### src/rtl/if_id_pkg.sv
// IF/ID stage shared definitions.
//   - default instruction / PC widths
//   - NOP encoding shown to decode whenever the stage is empty
//   - occupancy encoding of the 2-entry skid buffer and a helper that forms it
package if_id_pkg;

    localparam int INST_W_DEF = 32;
    localparam int PC_W_DEF   = 32;

    localparam logic [31:0] NOP_INST_DEF = 32'h0000_0000;

    localparam logic [1:0] OCC_EMPTY = 2'd0;
    localparam logic [1:0] OCC_ONE   = 2'd1;
    localparam logic [1:0] OCC_FULL  = 2'd2;

    function automatic logic [1:0] occ_count(input logic head_valid, input logic skid_valid);
        return {1'b0, head_valid} + {1'b0, skid_valid};
    endfunction

endpackage

### src/rtl/pipe_skid_buf.sv
// Generic 2-entry skid buffer with valid/ready handshake and synchronous flush.
// Ports:
//   clk, reset         clock, synchronous active-high reset
//   in_valid/in_ready  upstream handshake; in_ready is a flop (= skid empty)
//   in_data            payload from upstream
//   flush              drop everything held and any same-cycle input
//   out_valid/out_ready downstream handshake
//   out_data           head entry, EMPTY_VAL whenever out_valid=0 (registered)
//   occupancy          number of entries held (0..2)
//
// occupancy | meaning
// ----------+------------------------------------------
// EMPTY     | nothing held, head shows EMPTY_VAL
// ONE       | head valid, skid free, in_ready=1
// FULL      | head and skid valid, in_ready=0
module pipe_skid_buf
    import if_id_pkg::*;
#(
    parameter int             W         = 64,
    parameter logic [W-1:0]   EMPTY_VAL = '0
) (
    input  logic         clk,
    input  logic         reset,
    input  logic         in_valid,
    output logic         in_ready,
    input  logic [W-1:0] in_data,
    input  logic         flush,
    output logic         out_valid,
    input  logic         out_ready,
    output logic [W-1:0] out_data,
    output logic [1:0]   occupancy
);

    logic [W-1:0] head_q, head_d;
    logic [W-1:0] skid_q, skid_d;
    logic         head_valid_q, head_valid_d;
    logic         skid_valid_q, skid_valid_d;

    logic accept;
    logic pop;

    assign accept = in_valid && !skid_valid_q && !flush;
    assign pop    = head_valid_q && out_ready;

    always_comb begin
        head_d       = head_q;
        skid_d       = skid_q;
        head_valid_d = head_valid_q;
        skid_valid_d = skid_valid_q;

        if (flush) begin
            head_d       = EMPTY_VAL;
            head_valid_d = 1'b0;
            skid_valid_d = 1'b0;
        end else begin
            case (occ_count(head_valid_q, skid_valid_q))
                OCC_EMPTY: begin
                    if (accept) begin
                        head_d       = in_data;
                        head_valid_d = 1'b1;
                    end
                end
                OCC_ONE: begin
                    if (accept && pop) begin
                        head_d = in_data;
                    end else if (accept) begin
                        // Decode stalled: park the new word behind the head.
                        skid_d       = in_data;
                        skid_valid_d = 1'b1;
                    end else if (pop) begin
                        head_d       = EMPTY_VAL;
                        head_valid_d = 1'b0;
                    end
                end
                default: begin
                    if (pop) begin
                        head_d       = skid_q;
                        skid_valid_d = 1'b0;
                    end
                end
            endcase
        end
    end

    always_ff @(posedge clk) begin
        if (reset) begin
            head_q       <= EMPTY_VAL;
            skid_q       <= '0;
            head_valid_q <= 1'b0;
            skid_valid_q <= 1'b0;
        end else begin
            head_q       <= head_d;
            skid_q       <= skid_d;
            head_valid_q <= head_valid_d;
            skid_valid_q <= skid_valid_d;
        end
    end

    assign in_ready  = !skid_valid_q;
    assign out_valid = head_valid_q;
    assign out_data  = head_q;
    assign occupancy = occ_count(head_valid_q, skid_valid_q);

endmodule

### src/rtl/if_id_stage_buf.sv
// IF/ID pipeline stage: carries {pc_in + PC_INC, inst_in} from fetch to decode
// through a 2-entry skid buffer, with flush on redirect and a saturating count
// of cycles in which decode refused a valid instruction.
// Ports:
//   clk, reset                  clock, synchronous active-high reset
//   in_valid, in_ready          fetch handshake
//   pc_in, inst_in              fetched PC and instruction
//   flush                       branch/jump redirect
//   out_valid, out_ready        decode handshake
//   pc_out, inst_out            head entry; 0 / NOP_INST when empty
//   occupancy                   entries held
//   stall_cnt                   saturating decode-stall counter
module if_id_stage_buf
    import if_id_pkg::*;
#(
    parameter int                  INST_W      = INST_W_DEF,
    parameter int                  PC_W        = PC_W_DEF,
    parameter int                  PC_INC      = 1,
    parameter logic [INST_W-1:0]   NOP_INST    = INST_W'(NOP_INST_DEF),
    parameter int                  STALL_CNT_W = 16
) (
    input  logic                   clk,
    input  logic                   reset,
    input  logic                   in_valid,
    output logic                   in_ready,
    input  logic [PC_W-1:0]        pc_in,
    input  logic [INST_W-1:0]      inst_in,
    input  logic                   flush,
    output logic                   out_valid,
    input  logic                   out_ready,
    output logic [PC_W-1:0]        pc_out,
    output logic [INST_W-1:0]      inst_out,
    output logic [1:0]             occupancy,
    output logic [STALL_CNT_W-1:0] stall_cnt
);

    localparam int PAY_W = PC_W + INST_W;

    logic [PC_W-1:0]        pc_next;
    logic [PAY_W-1:0]       pay_in;
    logic [PAY_W-1:0]       pay_out;
    logic [STALL_CNT_W-1:0] stall_cnt_q, stall_cnt_d;

    // Increment wraps modulo 2^PC_W by truncation.
    assign pc_next = pc_in + PC_W'(PC_INC);
    assign pay_in  = {pc_next, inst_in};

    // Empty head is loaded with {0, NOP} so the substitution is registered.
    pipe_skid_buf #(
        .W         (PAY_W),
        .EMPTY_VAL ({{PC_W{1'b0}}, NOP_INST})
    ) u_skid (
        .clk       (clk),
        .reset     (reset),
        .in_valid  (in_valid),
        .in_ready  (in_ready),
        .in_data   (pay_in),
        .flush     (flush),
        .out_valid (out_valid),
        .out_ready (out_ready),
        .out_data  (pay_out),
        .occupancy (occupancy)
    );

    assign pc_out   = pay_out[PAY_W-1:INST_W];
    assign inst_out = pay_out[INST_W-1:0];

    always_comb begin
        stall_cnt_d = stall_cnt_q;
        if (out_valid && !out_ready && (stall_cnt_q != {STALL_CNT_W{1'b1}})) begin
            stall_cnt_d = stall_cnt_q + 1'b1;
        end
    end

    always_ff @(posedge clk) begin
        if (reset) begin
            stall_cnt_q <= '0;
        end else begin
            stall_cnt_q <= stall_cnt_d;
        end
    end

    assign stall_cnt = stall_cnt_q;

endmodule

### config.mk
export PLATFORM = sky130hd
export DESIGN_NAME = if_id_stage_buf
export DESIGN_NICKNAME = d
export VERILOG_FILES = /design/src/rtl/if_id_pkg.sv /design/src/rtl/pipe_skid_buf.sv /design/src/rtl/if_id_stage_buf.sv
export SDC_FILE = /design/constraint.sdc
export NUM_CORES = 1
export LEC_CHECK = 0
export CAP_MARGIN = 20
export CELL_PAD_IN_SITES_DETAIL_PLACEMENT = 0
export CELL_PAD_IN_SITES_GLOBAL_PLACEMENT = 2
export CORE_MARGIN = 10
export CORE_UTILIZATION = 25
export CTS_BUF_LIST = sky130_fd_sc_hd__clkbuf_16
export DETAILED_ROUTE_END_ITERATION = 8
export GPL_TIMING_DRIVEN = 0
export PLACE_DENSITY = 0.73
export SYNTH_ARGS = -nofsm -noshare
export SYNTH_HDL_FRONTEND = slang
export SYNTH_SLANG_ARGS = --single-unit
### constraint.sdc
create_clock -name clk -period 1.99 [get_ports clk]
set_input_delay 0.398 -clock clk [delete_from_list [all_inputs] [get_ports clk]]
set_output_delay 0.398 -clock clk [all_outputs]
set_load 0.01 [all_outputs]
==> results.txt, run 1 <==
----------------------------------------------------
[GRT]
  Total routing usage reported by global routing ... 15.0%
  Maximum number of pins on one net before global-route repair ... 17
  Vias in the first global route ... ~6,700
  Initial antenna violation count ... 0
  Global route total overflow ... 0
  Global-route wire length before repair ... 39.6 mm

[Clock network]
  Max clock buf depth ... 2
  TritonCTS clock tree ... built
  Skew-Pair Late Insertion Delay ... 0.43 ns
  Clock transition at the registers of the reported paths ... 0.07 ns
  Count of H-tree levels built during CTS ... 4
  Number of clock sinks ... around 150
  Total clock buffers created by CTS ... 17
  Root buffer cell ... clkbuf_16

[Floorplanning]
  Area of the die ... 33,100 um^2
  Initial Util ... roughly 25%
  Die Y ... 182 um
  Row cnt ... 59
  Floorplan die width ... 182 um
  Boundary Pins ... 153
  Core area ... 25,900 um^2

[Drt]
  Initial detailed-routing violation count ... approximately 340
  Number of search-and-repair iterations in the first detailed-routing pass ... 5
  Number of remaining DRC errors ... 0
  Antenna-violating nets left ... 0
  Wirelength per Cell ... 18.6 um
  Via count ... between 6,000 and 7,000
  Via density ... 4.92
  Final routed wirelength across all metal layers ... 25.4 mm

[Finish]
  Synthesis-to-finish area growth ... 49.1%
  Net count reported at finish ... 1,091
  Leading cell type in the layout, fill and taps excluded ... dfxtp_1
  Commonest cells after routing, fill and taps aside ... 144 x dfxtp_1, 126 x clkdlybuf4s50_1, 107 x a21oi_1
  Diode count ... 0
  Fin cells ... 1,366
  Post-layout instance area ... 9780 um^2
  Share of layout cells above drive strength 1 ... between 10% and 20%

[Synth]
  Most common flop cell mapped by yosys ... dfxtp_1
  Sequential-to-total area share from yosys stat ... between 40% and 50%
  Count of unique library cells instantiated by Yosys ... 54
  Net count after synthesis ... 885
  Synthesized flop and latch total ... 146
  Synth Instances ... 812
  Fraction of registers with async set or reset after synthesis ... 0%
  Mapped cell area ... between 6000 and 7000 um^2
  Mean post-synth cell area ... 8.08 um^2
  Yosys warnings ... 0
  Number of enable-type register cells in the synthesized netlist ... 0

[Placed design]
  Quantity of I/O buffers inserted on ports ... 150
  Detail Placement HPWL ... around 19 mm
  Total instance count after detailed placement ... between 1,000 and 1,500
  Placed Area ... 8510 um^2
  Final estimated routing congestion in global placement ... 0.772

[Worst setup path]
  Worst Path Buf+Inv ... 3
  Setup slack on the worst flop-to-flop path ... 0.009 ns
  Worst Path Max Fanout ... 3
  Launch point of the worst reg-to-reg path ... u_skid.out_valid
  Critical Path Slowest Stage Cell ... clkdlybuf4s50_1
  Critical Setup Path Class ... in -> reg
  Data required time of the worst path ... around 2.3 ns
  Reg-to-reg critical path endpoint ... u_skid.out_data[63]
  Sequence of cells on the critical path ... clkdlybuf4s50_1 -> or3b_4 -> a21boi_4 -> buf_12 -> buf_4 -> nor2_1 -> or4_1 -> o211ai_1
  Data arrival time of the critical path ... 2.33 ns
  Worst r2r path cells ... 9
  Sort of element at the start of the critical path ... input pin
  Largest stage delay on the critical path ... roughly 0.49 ns
  Critical Path Sink Type ... register
  CP top delay family ... simple AND/OR/NAND/NOR gates

[Timing]
  Final worst path period share ... ~100%
  Fmax ... 505 MHz
  Number of failing hold endpoints at the final stage ... 0
  Max-slew violation total from the final report ... 0
  Unrepaired setup endpoints after global routing ... yes
  Worst-margin pin slew ... 0.638 ns
  Setup skew after layout ... roughly 0.010 ns
  Remaining max-slew budget at the tightest pin ... 57.4%
  Post-layout minimum cycle time ... just under 2 ns
  Setup violations, final ... 0

[Flow run]
  MaxCap Viol Count ... 0

[Outcome]
  Status ... completed

[Hold path]
  Hold Path Sink ... u_skid.skid_q[32]
  Origin of the worst min-delay path ... pc_in[0]
  Instance count along the most critical hold path ... 2
  Type of the worst min-delay path ... in -> reg

[Power and ir drop]
  Leakage ... 0.00356 uW
  Pwr Total ... 7200 uW
  IR Drop Worst-Case VDD ... 0.000600 V
  P per Cell Area ... 736 nW/um^2

----------------------------------------------------
==> area by class of cell <==
| type | count | area (um^2) |
|---|---|---|
| timing repair buffer | 190 | 1810 |
| tap | 335 | 419 |
| clock inverter | 15 | 158 |
| multi-input combinational | 598 | 3650 |
| fill | 2678 | 16100 |
| sequential | 146 | 2930 |
| inverter | 7 | 31.3 |
| clock buffer | 17 | 425 |
| buffer | 58 | 363 |
==> logic make-up after synthesis <==
group | Yosys count | synth area share (%)
AOI/OAI and AO/OA | 275 | 25.0
xor gates and xnor gates | 36 | 4.81
muxes | 1 | 0.153
DFF | 146 | 44.5
buffers and inverters | 68 | 3.97
and+or+nand+nor | 282 | 20.8
adders and majority gates | 4 | 0.763
==> Yosys cell counts (6+ instances only) <==
library cell	count	area, um^2
o21ai_0	74	370
nand4_1	17	106
xor2_1	22	193
nor2_1	69	259
and3_1	7	43.8
nor3_1	23	115
inv_1	7	26.3
xnor2_1	14	123
and4_1	6	52.6
a211oi_1	16	120
nand3_1	19	95.1
a21oi_1	107	536
clkbuf_1	54	203
nand2_1	105	394
nor4_1	7	43.8
dfxtp_1	146	2920
a221oi_1	9	78.8
a22oi_1	34	255
==> flip-flops by register name (all words and copies together), names as in the netlist <==
name	count
stall_cnt	16
u_skid.out_data	64
u_skid.out_valid	1
u_skid.skid_q	64
u_skid.skid_valid_q	1
==> worst max-delay path by stage <==
| stage | slack, ns | depth (start not counted) | to | from |
|---|---|---|---|---|
| 2_1_floorplan | -0.03 | 7 | u_skid.out_data[63] | u_skid.out_valid |
| 3_3_place_gp | -1.10 | 6 | u_skid.out_data[36] | flush |
| 3_5_place_dp | -1.15 | 6 | u_skid.out_data[35] | flush |
| 4_1_cts | -0.04 | 9 | u_skid.out_data[63] | u_skid.skid_valid_q |
| 5_1_grt | -0.08 | 7 | u_skid.out_data[63] | u_skid.skid_valid_q |
| 6_report | 0.009 | 8 | u_skid.out_data[63] | in_valid |
==> layer usage <==
layer	GRT usage (%)	up-vias	part of all wire (%)
met5	0	-	0
met4	3.48	0	0.79
met3	3.90	18	5.3
met2	23.3	156	45
met1	20.4	3194	49
li1	-	3358	-
==> timing repair <==
action,4_1_cts,5_1_grt
gates resized for setup,90,51
pin swaps,16,11
endpoints found under the setup margin,131,119
hold buffers,0,0
setup buffers,22,18
==> power breakdown <==
part | internal [uW] | total [uW] | switching [uW] | leakage [uW]
Clock | 1860 | 3210 | 1360 | 0.000280
Combinational | 431 | 944 | 513 | 0.00209
Sequential | 3000 | 3050 | 48.4 | 0.00118
Total | 5290 | 7200 | 1920 | 0.00356
==> per-stage QoR <==
stage / utilization (%) / setup WS, ns / hold slack (ns) / TNS [ns]
2_1_floorplan: - / -0.0335 / 0.436 / -0.0335
3_3_place_gp: 32.9 / -1.10 / 0.442 / -108.27
3_5_place_dp: 32.9 / -1.15 / 0.447 / -110.85
4_1_cts: 36.7 / -0.0358 / 0.324 / -0.0358
5_1_grt: 37.8 / -0.0772 / 0.234 / -0.0893
6_report: 37.8 / 0.00885 / 0.234 / 0
No activity file was read; power rests on OpenSTA's default activity.
==> run 2, diff against run 1 <==
--- a/config.mk
+++ b/config.mk
@@ -8,12 +8,13 @@
 export CAP_MARGIN = 20
 export CELL_PAD_IN_SITES_DETAIL_PLACEMENT = 0
 export CELL_PAD_IN_SITES_GLOBAL_PLACEMENT = 2
+export CORE_ASPECT_RATIO = 2
 export CORE_MARGIN = 10
-export CORE_UTILIZATION = 25
+export CORE_UTILIZATION = 26
 export CTS_BUF_LIST = sky130_fd_sc_hd__clkbuf_16
 export DETAILED_ROUTE_END_ITERATION = 8
 export GPL_TIMING_DRIVEN = 0
-export PLACE_DENSITY = 0.73
+export PLACE_DENSITY = 0.88
 export SYNTH_ARGS = -nofsm -noshare
 export SYNTH_HDL_FRONTEND = slang
 export SYNTH_SLANG_ARGS = --single-unit
==> run 2 against run 1 <==
Net effect: first-iteration DRC count grew 6.4%; utilization grew 0.24 points; combinational power is 2.9% lower; critical path depth fell by 1; setup slack better by 0.028 ns; global-route usage increased by 0.61 points; final cell count down 1.8%; clock-buffer cell count did not move; power fell by 3.2%; non-clock buffer count decreased by 27; die area fell by 2.3%; final area down 3.2%; critical endpoint unchanged.
==> results.txt, run 2 (synthesized netlist as in run 1, its figures left out) <==
----------------------------------------------------
[Outcome]
  Status ... completed

[Floorplanning]
  Row cnt ... 82
  Area of the die ... 32,400 um^2
  Floorplan die width ... 132 um
  Initial Util ... a little over a quarter
  Boundary Pins ... 153
  Core area ... 24,900 um^2
  Die Y ... 245 um

[Clock network]
  Count of H-tree levels built during CTS ... 4
  TritonCTS clock tree ... built
  Total clock buffers created by CTS ... 17
  Root buffer cell ... clkbuf_16
  Clock transition at the registers of the reported paths ... 0.06 ns
  Skew-Pair Late Insertion Delay ... around 0.43 ns
  Hold buffer count at cts ... 0
  Number of clock sinks ... about 150
  Max clock buf depth ... 2

[Finish]
  Commonest cells after routing, fill and taps aside ... 144 x dfxtp_1, 126 x clkdlybuf4s50_1, 107 x a21oi_1
  Number of inserted filler cells in the final layout ... 2,598
  Leading cell type in the layout, fill and taps excluded ... dfxtp_1
  Net count reported at finish ... 1,064
  FF+latch area ... 2930 um^2
  Synthesis-to-finish area growth ... 44.4%
  Combined area of the multi-input logic cells ... 3570 um^2
  Post-layout instance area ... 9470 um^2
  Fin cells ... 1,341
  Share of layout cells above drive strength 1 ... 12.1%

[Drt]
  Number of remaining DRC errors ... 0
  Via density ... 4.97
  Initial detailed-routing violation count ... 366
  Final routed wirelength across all metal layers ... 25.8 mm
  Via count ... between 6,000 and 7,000
  Antenna-violating nets left ... 0
  Number of search-and-repair iterations in the first detailed-routing pass ... 6
  Wirelength per Cell ... 19.2 um

[Flow run]
  MaxCap Viol Count ... 0

[Worst setup path]
  Sort of element at the start of the critical path ... register
  Data required time of the worst path ... around 2.3 ns
  Critical Setup Path Class ... reg -> reg
  Timing startpoint of the critical path ... u_skid.skid_valid_q
  Worst Path Max Fanout ... 4
  Critical Path Slowest Stage Cell ... or4_1
  Critical Path Sink Type ... register
  Launch point of the worst reg-to-reg path ... u_skid.skid_valid_q
  Largest stage delay on the critical path ... roughly 0.47 ns
  Data arrival time of the critical path ... 2.31 ns
  Sequence of cells on the critical path ... inv_4 -> ha_4 -> nor2b_4 -> a32oi_4 -> or3_1 -> or4_1 -> o211ai_1
  CP top delay family ... simple AND/OR/NAND/NOR gates
  Worst Path Buf+Inv ... 1

[Timing]
  Setup skew after layout ... 0.00739 ns
  Post-layout minimum cycle time ... 1.95 ns
  Remaining max-slew budget at the tightest pin ... 54.7%
  Fmax ... 512 MHz
  Max-slew violation total from the final report ... 0
  Unrepaired setup endpoints after global routing ... yes
  Number of failing hold endpoints at the final stage ... 0
  Smallest setup slack after layout ... 0.0370 ns
  Hold WS ... 0.310 ns
  Worst-margin pin slew ... slightly below 0.7 ns
  Setup violations, final ... 0
  Setup total negative slack ... 0 ns
  Final worst path period share ... 98.1%

[Power and ir drop]
  P per Cell Area ... 736 nW/um^2
  IR Drop Worst-Case VDD ... around 0.00048 V
  Leakage ... 0.00337 uW

[Placed design]
  Total instance count after detailed placement ... around 1,300
  Placement-stage worst setup slack ... -1.14 ns
  Placed Area ... approximately 8500 um^2
  Detail Placement HPWL ... 19.8 mm
  Quantity of I/O buffers inserted on ports ... 150
  Final estimated routing congestion in global placement ... 0.814

[GRT]
  Met1 GRT Util ... roughly 15%
  Met3 demand-to-capacity share in global routing ... around 3.6%
  Initial antenna violation count ... 1
  Most crowded layer after global routing ... met2
  Met2 usage ... 30.8%
  Vias in the first global route ... between 6,000 and 7,000
  Global-route wire length before repair ... 39.7 mm
  Maximum number of pins on one net before global-route repair ... 17
  Global route total overflow ... 0
  Total routing usage reported by global routing ... 15.6%

[Hold path]
  Origin of the worst min-delay path ... pc_in[0]
  Type of the worst min-delay path ... in -> reg

----------------------------------------------------
## run 2: cell count changes in the layout (fill, tap and decap cells not counted), sizes merged
cell	previous run	this run
clkbuf	68	64
bufinv	2	1
buf	50	27
inv	11	10
clkdlybuf4s15	0	3
diode	0	1
dlygate4sd2	14	10
dlymetal6s2s	7	8
clkinvlp	2	4
## run 2: per-stage QoR
stage / power, uW / utilization (%)
6_report: 6980 / 38.0
5_1_grt: 7260 / 38.0
4_1_cts: 7050 / 37.7
3_5_place_dp: 3970 / 34.2
3_3_place_gp: 3970 / 34.2
2_1_floorplan: 3480 / -
## run 2: final cells by class
| class | count | area share [%] |
|---|---|---|
| Multi-Input combinational cell | 598 | 37.7 |
| Sequential cell | 146 | 30.9 |
| Timing Repair Buffer | 163 | 17.1 |
| Clock buffer | 17 | 4.49 |
| Tap cell | 336 | 4.44 |
| Buffer | 58 | 3.65 |
| Clock inverter | 15 | 1.28 |
| Inverter | 7 | 0.330 |
| Antenna cell | 1 | 0.0264 |
## run 2: worst paths after layout
kind | to | slack, ns | cells past startpoint
max | u_skid.out_data[63] | 0.04 | 7
min | u_skid.skid_q[32] | 0.31 | 2
max reg2reg | u_skid.out_data[63] | 0.04 | 7
min reg2reg | u_skid.skid_q[4] | 0.46 | 2
## run 2: power by group
group	internal, uW	total (uW)	leakage (uW)	switching (uW)
sequential	3000	3050	0.00118	49.4
clock	1700	3010	0.000265	1310
combinational	416	917	0.00192	500
## run 2: what timing repair did
action	4_1_cts	5_1_grt
pin swaps	3	7
setup buffers	13	0
setup endpoints to repair	131	118
resized for setup	86	56
## run 2: metal layers
| metal | share of wire [%] | up-vias |
|---|---|---|
| met3 | 4.2 | 42 |
| met1 | 36 | 3162 |
| li1 | - | 3285 |
| met2 | 57 | 177 |
| met4 | 3.1 | 0 |
| met5 | 0 | - |
## run 2: worst register-to-register path, delay by kind of cell, from the launching register on
kind | cells | cell delay (ns)
compound gates | 2 | 0.22
fa+ha+maj | 1 | 0.28
buf+inv | 1 | 0.05
flops | 1 | 0.40
simple gates | 3 | 0.94
